$ cat config.mk
export PLATFORM = sky130hd
export DESIGN_NAME = button_debounce_sched
export DESIGN_NICKNAME = d
export VERILOG_FILES = /design/src/rtl/button_debounce_sched.sv
export SDC_FILE = /design/constraint.sdc
export NUM_CORES = 1
export LEC_CHECK = 0
export BUFFER_PORTS_ARGS = -buffer_cell sky130_fd_sc_hd__buf_2
export CAP_MARGIN = 20
export CORE_MARGIN = 4
export CORE_UTILIZATION = 30
export CTS_CLUSTER_SIZE = 40
export DETAILED_ROUTE_END_ITERATION = 10
export GPL_TIMING_DRIVEN = 0
export PLACE_DENSITY = 0.59
export SETUP_SLACK_MARGIN = 0.15
export SLEW_MARGIN = 20
export SYNTH_ARGS = -nofsm -noshare
export SYNTH_HDL_FRONTEND = slang
export SYNTH_SLANG_ARGS = --single-unit
$ cat constraint.sdc
create_clock -name clk -period 3.72 [get_ports clk]
set_input_delay 0.558 -clock clk [delete_from_list [all_inputs] [get_ports clk]]
set_output_delay 0.558 -clock clk [all_outputs]
set_load 0.02 [all_outputs]
$ cat src/rtl/button_debounce_sched.sv
// -----------------------------------------------------------------------------
// button_debounce_sched
//
// Shares one debounce timer among N_BTN buttons that have already been
// synchronized to clk. A button whose raw level differs from its debounced
// level is "pending". The pending buttons are served round-robin, one at a time.
// The granted button must hold its new level for DEBOUNCE = 2**(WIDTH_CNT-1)
// cycles. When it does, the debounced level is committed and a one-cycle
// press or release pulse is emitted. If the button returns to its debounced
// level while it is being timed, the grant is dropped without an event.
//
// Ports
//   clk            in   clock, all logic on posedge
//   reset          in   synchronous, active-high reset
//   btn_sync       in   [N_BTN-1:0]  synchronized raw button levels
//   btn_stable     out  [N_BTN-1:0]  debounced levels
//   press_pulse    out  [N_BTN-1:0]  1-cycle pulse on a debounced 0->1
//   release_pulse  out  [N_BTN-1:0]  1-cycle pulse on a debounced 1->0
//   busy           out  timer is granted to a button (state WAIT)
//   active_idx     out  index of the granted button, valid while busy=1
//   press_total    out  [CNT_W-1:0]  wrapping count of committed presses
//   state_dbg      out  current FSM state (0 = IDLE, 1 = WAIT)
// -----------------------------------------------------------------------------
module button_debounce_sched #(
  parameter int N_BTN     = 4,
  parameter int WIDTH_CNT = 24,
  parameter int CNT_W     = 8
) (
  input  logic                       clk,
  input  logic                       reset,
  input  logic [N_BTN-1:0]           btn_sync,
  output logic [N_BTN-1:0]           btn_stable,
  output logic [N_BTN-1:0]           press_pulse,
  output logic [N_BTN-1:0]           release_pulse,
  output logic                       busy,
  output logic [$clog2(N_BTN)-1:0]   active_idx,
  output logic [CNT_W-1:0]           press_total,
  output logic                       state_dbg
);

  localparam int IDX_W = $clog2(N_BTN);

  localparam logic [0:0] IDLE = 1'b0;
  localparam logic [0:0] WAIT = 1'b1;

  // Last timer value before commit: DEBOUNCE-1 = 0111...1
  localparam logic [WIDTH_CNT-1:0] TIMER_LAST = {1'b0, {(WIDTH_CNT-1){1'b1}}};

  logic [0:0]           state;
  logic [WIDTH_CNT-1:0] timer;
  logic [IDX_W-1:0]     ptr;
  logic [N_BTN-1:0]     pending;
  logic                 grant_found;
  logic [IDX_W-1:0]     grant_idx;
  logic [IDX_W-1:0]     cand_idx;
  int                   cand;

  assign pending   = btn_sync ^ btn_stable;
  assign busy      = (state == WAIT);
  assign state_dbg = state[0];

  // Round-robin search: start just after the last granted button (ptr) and
  // wrap around, so the most recently served button is considered last.
  always_comb begin
    grant_found = 1'b0;
    grant_idx   = '0;
    cand        = 0;
    cand_idx    = '0;
    for (int k = 1; k <= N_BTN; k++) begin
      cand = int'(ptr) + k;
      if (cand >= N_BTN) cand = cand - N_BTN;
      cand_idx = IDX_W'(cand);
      if (!grant_found && pending[cand_idx]) begin
        grant_found = 1'b1;
        grant_idx   = cand_idx;
      end
    end
  end

  always_ff @(posedge clk) begin
    if (reset) begin
      state         <= IDLE;
      timer         <= '0;
      ptr           <= IDX_W'(N_BTN - 1);
      btn_stable    <= '0;
      press_pulse   <= '0;
      release_pulse <= '0;
      active_idx    <= '0;
      press_total   <= '0;
    end else begin
      // Pulses are high for exactly the cycle after a commit.
      press_pulse   <= '0;
      release_pulse <= '0;
      case (state)
        IDLE: begin
          if (grant_found) begin
            active_idx <= grant_idx;
            ptr        <= grant_idx;
            timer      <= '0;
            state      <= WAIT;
          end
        end
        WAIT: begin
          if (btn_sync[active_idx] == btn_stable[active_idx]) begin
            // Bounced back before the debounce time: drop the grant.
            timer <= '0;
            state <= IDLE;
          end else if (timer == TIMER_LAST) begin
            btn_stable[active_idx] <= btn_sync[active_idx];
            if (btn_sync[active_idx]) begin
              press_pulse[active_idx] <= 1'b1;
              press_total             <= press_total + 1'b1;
            end else begin
              release_pulse[active_idx] <= 1'b1;
            end
            timer <= '0;
            state <= IDLE;
          end else begin
            timer <= timer + 1'b1;
          end
        end
        default: begin
          timer <= '0;
          state <= IDLE;
        end
      endcase
    end
  end

endmodule

==> impl_metrics.py <==
metrics = {
    "power_and_ir_drop": {
        "power_density_nw_per_um2": 355,
        "p_leak_nw": 0.974,
        "power_w": 0.000973,
        "p_int_w": 0.000721,
        "p_clk_frac": 0.350,
        "peakVddDrop_mv": 0.218,
        "comb_power_share": 0.096,
        "switching_share": 0.259,
        "pwr-share-seq": 0.554,
        "p_sw_w": 0.000252,
    },
    "route": {
        "first_pass_iters": 4,
        "vias": 2022,
        "routed_wl_um": 5250,
        "post_drt_via_cell_ratio": 5.03,
        "drc_errors": 0,
        "postRouteAntennaNets": 0,
        "dr.first_iter.drc_count": 85,
        "routedWlPerCell_um": 13.1,
    },
    "placed_design": {
        "port_buffers": 29,
        "pre_cts_ws_ns": 1.13,
        "dp_hpwl_um": 3830,
        "place_congestion": 0.814,
    },
    "global_routing": {
        "grt_overflow": 0,
        "track_usage": 0.115,
        "grt_pass1_wl_um": 9170,
        "antenna_found_initial": 0,
        "grt_max_degree": 17,
        "grt_pass1_vias": 1969,
    },
    "critical_path": {
        "r2r_start": "btn_stable[0]",
        "cp-endpoint": "timer[23]",
        "endpoint_kind": "register",
        "cp-startpoint": "btn_stable[0]",
        "critPathLaunchType": "register",
        "rr_endpoint": "timer[23]",
        "r2r_slack_ns": 1.44,
        "crit_type": "reg -> reg",
        "rr_worst_depth": 6,
        "cp.required_ns": 3.95,
        "cp.arrival_ns": 2.52,
        "crit_fanout": 10,
    },
    "sta": {
        "final_max_slew_viol_count": 0,
        "rsz0062_at_grt": "no",
        "setup_viol_count_final": 0,
        "tns_ns": 0,
        "clock.fmax_mhz": 438,
        "worst_pin_slew_ns": 0.637,
        "fin_crit_sh": 0.614,
        "fin_crit_ns": 2.28,
        "relSlewSlack": 0.573,
        "fin_skew_ns": 0.0149,
        "hold_violations": 0,
        "final.setup.worst_slack_ns": 1.44,
    },
    "cts": {
        "cts_buffers": 5,
        "insertion_delay_ns": 0.31,
        "htree_levels": 2,
        "cts_tree": "done",
        "post_cts_buffers": 0,
        "clkSlewWorstSetupHoldPaths_ns": 0.10,
        "clockBufferDepth": 2,
        "cts-root-buf": "clkbuf_8",
        "cts_resized": 0,
        "ctsHoldBuffers": 0,
        "cts_sinks": 49,
    },
    "synth": {
        "yosysSeqAreaShare": 0.414,
        "synth_cell_type_count": 43,
        "synth.most_common_cell": "dfxtp_1",
        "yosysTopAreaCellShare": 0.414,
        "synthFlopType": "dfxtp_1",
        "syn_nets": 271,
        "synthesis.area_um2": 2370,
        "synth_area_leaders": "dfxtp_1, xor2_1, nor2_1",
        "async_reset_ff_frac": 0,
        "avgSynthCellArea_um2": 9.02,
        "synthCells": 263,
        "ys_seq_elements": 49,
        "yosys_warnings": 0,
        "synth_edf_count": 0,
        "yosysTopAreaCell": "dfxtp_1",
        "yosys-top-cells-count": "dfxtp_1, nor2_1, a21oi_1, nand2_1, xor2_1",
    },
    "layout": {
        "nets": 307,
        "diodes": 0,
        "syn2layout_area_growth_pct": 15.7,
        "n_fill_cell": 799,
        "drive_above_1_share": 0.170,
    },
    "die": {
        "core_area_um2": 7730,
        "die_h_um": 96.9,
        "start_util": 0.307,
        "die_w_um": 96.9,
        "rows": 32,
        "ios": 30,
        "dieArea_um2": 9390,
    },
    "flow_run": {
        "cap_violations": 0,
    },
    "run_status": {
        "status": "finished, final reports clean",
    },
    "worst_hold_path": {
        "min_path_type": "reg -> reg",
    },
}
-- cell type report --
cell class	count	area, um2	share of cell area
clock buffers	6	82.6	0.0301
inverters	5	18.8	0.00684
multi-input cells	196	1300	0.474
well taps	102	128	0.0465
repair buffers	29	145	0.0529
plain buffers	13	72.6	0.0264
flip-flops and latches	49	981	0.357
clock inverters	2	17.5	0.00638
-- cells by family (layout without fill, tap and decap cells) --
kind of cell,Yosys count,after routing,share of synthesized area
AOI/OAI and AO/OA,64,64,0.172
buffers and inverters,18,55,0.0385
and+or+nand+nor,102,102,0.247
xor gates and xnor gates,23,23,0.0849
adders and majority gates,2,2,0.0105
muxes,5,5,0.0332
DFF,49,49,0.414
-- registers in the layout (all words and copies together) (netlist names) --
register / flops
press_pulse: 4
active_idx: 2
press_total: 8
ptr: 2
release_pulse: 4
timer: 24
busy: 1
btn_stable: 4
-- critical path, stage by stage (launching register included) --
cell	delay, ns
dfxtp_1	0.36
xnor2_1	0.38
nand4_1	0.45
nand2b_1	0.39
a21o_1	0.28
buf_2	0.21
a21oi_1	0.13
-- layer usage --
| layer | track usage | share of wire | up-vias |
|---|---|---|---|
| li1 | - | - | 1032 |
| met1 | 0.150 | 0.48 | 952 |
| met2 | 0.189 | 0.47 | 33 |
| met3 | 0.0238 | 0.033 | 5 |
| met4 | 0.0356 | 0.0099 | 0 |
| met5 | 0 | 0 | - |
-- power by group through the flow --
stage	sequential, W	clock (W)	combinational, W
4_1_cts	0.000539	0.000354	0.0000944
6_report	0.000539	0.000340	0.0000936
5_1_grt	0.000541	0.000371	0.000104
3_5_place_dp	0.000551	0	0.0000942
2_1_floorplan	0.000554	0	0.0000644
3_3_place_gp	0.000551	0	0.0000923
-- stage by stage --
stage	cells	utilization	hold slack [ns]	area, um2
final	402	0.355	0.493	2750
after global routing	402	0.355	0.527	2750
after CTS	402	0.355	0.491	2750
after detailed placement	394	0.342	0.471	2650
after global placement	394	0.342	0.460	2650
after floorplan	263	-	0.458	2370
-- cell usage in the layout, fill, tap and decap left out, types with 3 or more instances in the layout --
cell,count
dfxtp_1,49
buf_2,33
nor2_1,29
nand2_1,18
a21oi_1,18
xor2_1,16
o21ai_0,15
o211ai_1,10
or3_1,8
nand4_1,7
nand2b_1,7
xnor2_1,7
o31ai_1,7
clkbuf_1,6
nand3_1,6
o2111ai_1,6
clkbuf_8,6
inv_1,5
nor3_1,4
or4_1,4
nor2b_1,4
a211o_1,3
mux2i_1,3
-- worst min path at each step --
stage                    from        endpoint  slack (ns)  depth (start not counted)
2_1_floorplan       timer[20]       timer[20]        0.46                          2
6_report       press_total[7]  press_total[7]        0.49                          2
4_1_cts        press_total[7]  press_total[7]        0.49                          2
3_5_place_dp   press_total[7]  press_total[7]        0.47                          2
3_3_place_gp   press_total[7]  press_total[7]        0.46                          2
5_1_grt        press_total[7]  press_total[7]        0.53                          2
No activity file was read; power rests on OpenSTA's default activity.
